===== src/rtl/sd_pkg.sv =====
`default_nettype none
// ============================================================================
//  Module   : sd_pkg
//  Purpose  : Shared definitions for the SD command arbiter slice: the
//             arbiter state encoding, the "no response" R1 value and the SD
//             command indices used by the requesters.
//  Ports    : none (package)
//  Revision : 1.0  initial release
// ============================================================================
package sd_pkg;

    // Transaction sequencer states, 3-bit encoded.
    typedef enum logic [2:0] {
        ST_IDLE      = 3'd0,
        ST_LOAD      = 3'd1,
        ST_CMD_START = 3'd2,
        ST_CMD_WAIT  = 3'd3,
        ST_RP_START  = 3'd4,
        ST_RP_WAIT   = 3'd5,
        ST_DONE      = 3'd6
    } sd_state_t;

    // R1 value reported when the card never answered.
    localparam logic [7:0] R1_NONE = 8'hFF;

    // SD command indices issued by the init sequencer and block reader.
    localparam logic [5:0] CMD0   = 6'd0;
    localparam logic [5:0] CMD8   = 6'd8;
    localparam logic [5:0] CMD17  = 6'd17;
    localparam logic [5:0] CMD55  = 6'd55;
    localparam logic [5:0] ACMD41 = 6'd41;

endpackage
`default_nettype wire


===== src/rtl/sd_rr_pick.sv =====
`default_nettype none
// ============================================================================
//  Module   : sd_rr_pick
//  Purpose  : Combinational two-way round-robin picker.
//  Ports    : req[1:0]   request levels of port 1 / port 0
//             lastOwner  port served by the previous transaction
//             locked     previous owner holds the engines for a follow-on
//             pick[1:0]  one-hot winner (2'b00 when nobody may be served)
//  Revision : 1.0  initial release
// ============================================================================
module sd_rr_pick (
    input  logic [1:0] req,
    input  logic       lastOwner,
    input  logic       locked,
    output logic [1:0] pick
);

    always_comb begin
        pick = 2'b00;
        if (locked) begin
            // Only the locked owner may continue; the other port waits.
            pick = lastOwner ? {req[1], 1'b0} : {1'b0, req[0]};
        end else if (req == 2'b11) begin
            // Tie goes to the port that was not served last.
            pick = lastOwner ? 2'b01 : 2'b10;
        end else begin
            pick = req;
        end
    end

endmodule
`default_nettype wire


===== src/rtl/sd_cmd_arbiter.sv =====
`default_nettype none
// ============================================================================
//  Module   : sd_cmd_arbiter
//  Purpose  : Shares one SD_CMD and one SD_RP engine between two requesters.
//             Round-robin grant, then command -> response sequencing, card CS
//             control and a response timeout.
//  Ports    : clk, reset                 clock, synchronous active-high reset
//             req/index/argument/lockN   requester side (N = 0, 1)
//             grantN, done, response,    owner indication, completion pulse,
//             timeout                    R1 byte and no-response flag
//             cmd*                       SD_CMD engine handshake
//             rp*                        SD_RP engine handshake
//             CS                         card chip select, active low
//  Revision : 1.0  initial release
// ============================================================================
module sd_cmd_arbiter
    import sd_pkg::*;
#(
    parameter int TIMEOUT_CYCLES = 4096,
    parameter int CNT_W          = 13
) (
    input  logic        clk,
    input  logic        reset,
    input  logic        req0,
    input  logic        req1,
    input  logic [5:0]  index0,
    input  logic [5:0]  index1,
    input  logic [31:0] argument0,
    input  logic [31:0] argument1,
    input  logic        lock0,
    input  logic        lock1,
    output logic        grant0,
    output logic        grant1,
    output logic        done,
    output logic [7:0]  response,
    output logic        timeout,
    output logic [5:0]  cmdIndex,
    output logic [31:0] cmdArgument,
    output logic        cmdStart,
    input  logic        cmdBusy,
    input  logic        cmdFinish,
    output logic        rpStart,
    input  logic        rpBusy,
    input  logic        rpFinish,
    input  logic [7:0]  rpResponse,
    output logic        CS
);

    sd_state_t        r_state;
    logic             r_owner;
    logic             r_lastOwner;
    logic             r_locked;
    logic [CNT_W-1:0] r_cnt;
    logic [1:0]       w_pick;
    logic             w_ownerLock;

    sd_rr_pick u_pick (
        .req       ({req1, req0}),
        .lastOwner (r_lastOwner),
        .locked    (r_locked),
        .pick      (w_pick)
    );

    assign w_ownerLock = r_owner ? lock1 : lock0;

    always_ff @(posedge clk) begin
        if (reset) begin
            r_state     <= ST_IDLE;
            r_owner     <= 1'b0;
            r_lastOwner <= 1'b1;
            r_locked    <= 1'b0;
            r_cnt       <= '0;
            CS          <= 1'b1;
            grant0      <= 1'b0;
            grant1      <= 1'b0;
            done        <= 1'b0;
            timeout     <= 1'b0;
            response    <= R1_NONE;
            cmdStart    <= 1'b0;
            rpStart     <= 1'b0;
            cmdIndex    <= '0;
            cmdArgument <= '0;
        end else begin
            done <= 1'b0;
            case (r_state)
                ST_IDLE: begin
                    // A locked owner with req low keeps grant and CS here.
                    if (w_pick != 2'b00) begin
                        r_owner     <= w_pick[1];
                        grant0      <= w_pick[0];
                        grant1      <= w_pick[1];
                        CS          <= 1'b0;
                        cmdIndex    <= w_pick[1] ? index1 : index0;
                        cmdArgument <= w_pick[1] ? argument1 : argument0;
                        r_state     <= ST_LOAD;
                    end
                end
                ST_LOAD: begin
                    if (!cmdBusy) begin
                        r_state <= ST_CMD_START;
                    end
                end
                ST_CMD_START: begin
                    cmdStart <= 1'b1;
                    r_state  <= ST_CMD_WAIT;
                end
                ST_CMD_WAIT: begin
                    if (cmdFinish) begin
                        cmdStart <= 1'b0;
                        r_state  <= ST_RP_START;
                    end
                end
                ST_RP_START: begin
                    if (!rpBusy) begin
                        rpStart <= 1'b1;
                        r_cnt   <= '0;
                        r_state <= ST_RP_WAIT;
                    end
                end
                ST_RP_WAIT: begin
                    r_cnt <= r_cnt + 1'b1;
                    if (rpFinish) begin
                        response <= rpResponse;
                        timeout  <= 1'b0;
                        rpStart  <= 1'b0;
                        done     <= 1'b1;
                        r_state  <= ST_DONE;
                    end else if (r_cnt == CNT_W'(TIMEOUT_CYCLES - 1)) begin
                        response <= R1_NONE;
                        timeout  <= 1'b1;
                        rpStart  <= 1'b0;
                        done     <= 1'b1;
                        r_state  <= ST_DONE;
                    end
                end
                ST_DONE: begin
                    // done is visible during this state and clears on exit.
                    r_lastOwner <= r_owner;
                    r_locked    <= w_ownerLock;
                    if (!w_ownerLock) begin
                        grant0 <= 1'b0;
                        grant1 <= 1'b0;
                        CS     <= 1'b1;
                    end
                    r_state <= ST_IDLE;
                end
                default: begin
                    r_state <= ST_IDLE;
                end
            endcase
        end
    end

endmodule
`default_nettype wire


===== config.mk =====
export PLATFORM = sky130hd
export DESIGN_NAME = sd_cmd_arbiter
export DESIGN_NICKNAME = d
export VERILOG_FILES = /design/src/rtl/sd_pkg.sv /design/src/rtl/sd_rr_pick.sv /design/src/rtl/sd_cmd_arbiter.sv
export SDC_FILE = /design/constraint.sdc
export NUM_CORES = 1
export LEC_CHECK = 0
export CAP_MARGIN = 20
export CORE_UTILIZATION = 39
export DETAILED_ROUTE_END_ITERATION = 7
export PLACE_DENSITY_LB_ADDON = 0.12
export SLEW_MARGIN = 20
export SYNTH_ARGS = -nofsm -noshare
export SYNTH_HDL_FRONTEND = slang
export SYNTH_SLANG_ARGS = --single-unit

===== constraint.sdc =====
create_clock -name clk -period 1.5 [get_ports clk]
set_input_delay 0.15 -clock clk [delete_from_list [all_inputs] [get_ports clk]]
set_output_delay 0.15 -clock clk [all_outputs]
set_load 0.005 [all_outputs]

==> results.md <==
- Outcome: finished with violations
- Violated checks: negative setup slack
- Drt first pass iters: 4
- CTS Hold Buffers Added: 0
- Std cell rows: 34
- Clock sink count: 72
- Area of the multi-input gates: around 2000 um2
- DRC Markers: 0
- Hold Vio Cnt, Final: 0
- Reg2Reg Depth: 6
- Worst path required time: 1.76 ns
- Worst Max-Slew Pin Slew: 0.332 ns
- Root Buffer: clkbuf_8
- Post-route ant nets: 0
- Final worst-path cycle share: 112%
- First DRT Iteration DRCs: 116
- Die footprint: 9360 um2
- Die height: 96.8 um
- Layout cell share with drive strength beyond 1: a little over a quarter
- Buffers on Ports: 146
- Worst path slowest cell: or3_4
- Clock skew: 0.0103 ns
- Die X-Extent: between 90 and 100 um
- Initial antenna violation count: 0
- Pre-CTS setup slack: -0.358 ns
- Most common cell after layout, fill and taps aside: clkdlybuf4s50_1
- Arrival time at the worst endpoint: 1.93 ns
- Buf/Inv on CP: 2
- RSZ-0062 raised after global routing: true
- GRT Residual Overflow: 0
- Clk slew on worst S/H paths: 0.08 ns
- WHS Path Cells: 3
- DR WL/cell: ~14 um
- Met2 Track Usage GR: 34.2%
- First-pass GRT wire length: roughly 16000 um
- Grt met3 use: 6.36%
- Maximum clock path buffer count: 2
- Max-Cap Viols: 0
- Register area: 1450 um2
- Slew headroom: between 70 and 80%
- Hpwl dp: around 7100 um
- EDFF count, synth: 0
- Pin count of the biggest net entering global routing: 50
- Busiest grt layer: met2
- Clock Latency Late Sink: around 0.35 ns
- Initial Utilization: 40.2%
- Crit path cell chain: or3_4 -> a211oi_4 -> buf_12 -> buf_4 -> nor2_1 -> a311oi_2
- Core area: 8720 um2
- Worst IR Drop VDD: ~610 uV
- Synth unique cells: 47
- PnR worst setup slack: -0.177 ns
- YS warnings: 0
- Static leakage: 2.15 nW
- Max incr delay on CP: 0.40 ns
- Pwr dens: 971 nW/um2
- Final Wtd Congestion: approximately 0.8
- Synth area leader: dfxtp_1
- CP Launch Type: register
- Via count: about 3600
- CTS tree: done
- GRT Util Overall: 20.9%
- Syn Nets: 486
- Highest-count cells in the layout ignoring fill and taps: clkdlybuf4s50_1 (145), nand2_1 (87), dfxtp_1 (67)
- Levels on crit path: 6
- Final WL: 9840 um
- Area fraction of the dominant cell type after synthesis: 41.2%
- Critical path class: reg -> reg
- Final layout net count: 665
- Syn_area_per_cell: 8.96 um2
- Synth Cell Area: 3500 um2
- Fmax: 0.596 GHz
- Final min period: 1.68 ns
- Met1 usage: between 20 and 30%
- Final setup vio count: 53
- Async S/R FF share, synth: 0%
- Top delay family on crit path: simple AND/OR/NAND/NOR gates
- Register area share after synthesis: 41.2%
- Synth Flop Type: dfxtp_1
- Fin. max-slew vios: 0
- Critical path peak fanout: 13
- CTS HTree Levels: 3
- Layout area overhead: 65.7%
- Synth area leaders: dfxtp_1 (41%), a311oi_2 (16%), nand2_1 (9.3%)
- Syn Inst Count: 391
- Filler cell count: about 740
- TritonCTS buffer count: 9
- Worst min-delay path category: in -> reg
- Vias in the first global route: 3484
- # diodes: 0
- Worst Hold Slack: 0.240 ns
- Worst Setup End Kind: register
- Yosys reg bits: 72
- Vias per Instance: 5.20
- IO Count: ~150
==> synthesized netlist by cell type, types with 6 or more instances <==
library cell  instances
o21ai_0               7
nor3_1                6
clkbuf_1             19
o22a_1                8
inv_1                 6
a21oi_1              15
nand4_1               6
a311oi_2             38
buf_6                 8
dfxtp_1              72
nand2_1              87
nor2_1               51
==> cell families after synthesis <==
kind of cell / share of synthesized area (%)
flip-flops: 41.2
multiplexers: 2.11
AO/OA/AOI/OAI: 25.6
buffers and inverters: 6.25
XOR/XNOR: 0.250
AND/OR/NAND/NOR: 24.3
adder cells (fa/ha/maj): 0.357
==> worst paths after layout <==
kind                                 from  slack, ns                            to
setup / recovery  r_state[0]$_SDFFE_PP0P_      -0.18  cmdArgument[25]$_SDFFE_PP0P_
hold / removal                      reset       0.24      response[5]$_SDFFE_PP1P_
setup reg to reg  r_state[0]$_SDFFE_PP0P_      -0.18  cmdArgument[25]$_SDFFE_PP0P_
hold reg to reg           CS$_SDFFE_PP1P_       0.45               CS$_SDFFE_PP1P_
==> worst register-to-register path: cells and delay by family, from the launching register on <==
family,cells,cell delay [ns]
AO/OA/AOI/OAI,2,0.45
AND/OR/NAND/NOR,2,0.45
flip-flops,1,0.34
buffers and inverters,2,0.34
==> report_power, final <==
group	leakage, nW	switching, W	internal (W)
clock network	0.103	0.000738	0.000863
registers	0.593	0.000123	0.00212
logic	1.45	0.000723	0.00107
==> stage by stage <==
step | total power, W | instance area, um2 | setup TNS (ns) | utilization [%] | instances
after floorplan | 0.00312 | 3550 | -2.77 | - | 391
after global placement | 0.00399 | 5390 | -13.40 | 61.8 | 660
after detailed placement | 0.00402 | 5390 | -14.81 | 61.8 | 660
after CTS | 0.00565 | 5660 | -5.74 | 64.8 | 677
after global routing | 0.00593 | 5800 | -10.54 | 66.6 | 683
final | 0.00563 | 5800 | -6.09 | 66.6 | 683
==> what timing repair did <==
item	CTS	global route
resized for setup	16	25
endpoints found under the setup margin	56	62
cloned	0	0
setup buffers	1	8
pin swaps	5	15
==> state kept, by name, summed over array words and instances, names as in the netlist, 3 cells and up <==
name,count
cmdArgument,32
response,8
cmdIndex,6
r_cnt,13
r_state,3
==> layout make-up <==
type                            count  area share [%]
Tap cell                          108            2.33
Multi-Input combinational cell    280            34.5
Sequential cell                    72            24.9
Clock inverter                      4           0.884
Inverter                            6           0.388
Timing Repair Buffer              201            34.3
Clock buffer                       12            2.67
==> metal layers <==
layer	share of wire, %	up-vias
met2	48	110
met1	44	1669
met3	5.8	15
met5	0	-
li1	-	1759
met4	2.2	0
No activity file was read; power rests on OpenSTA's default activity.
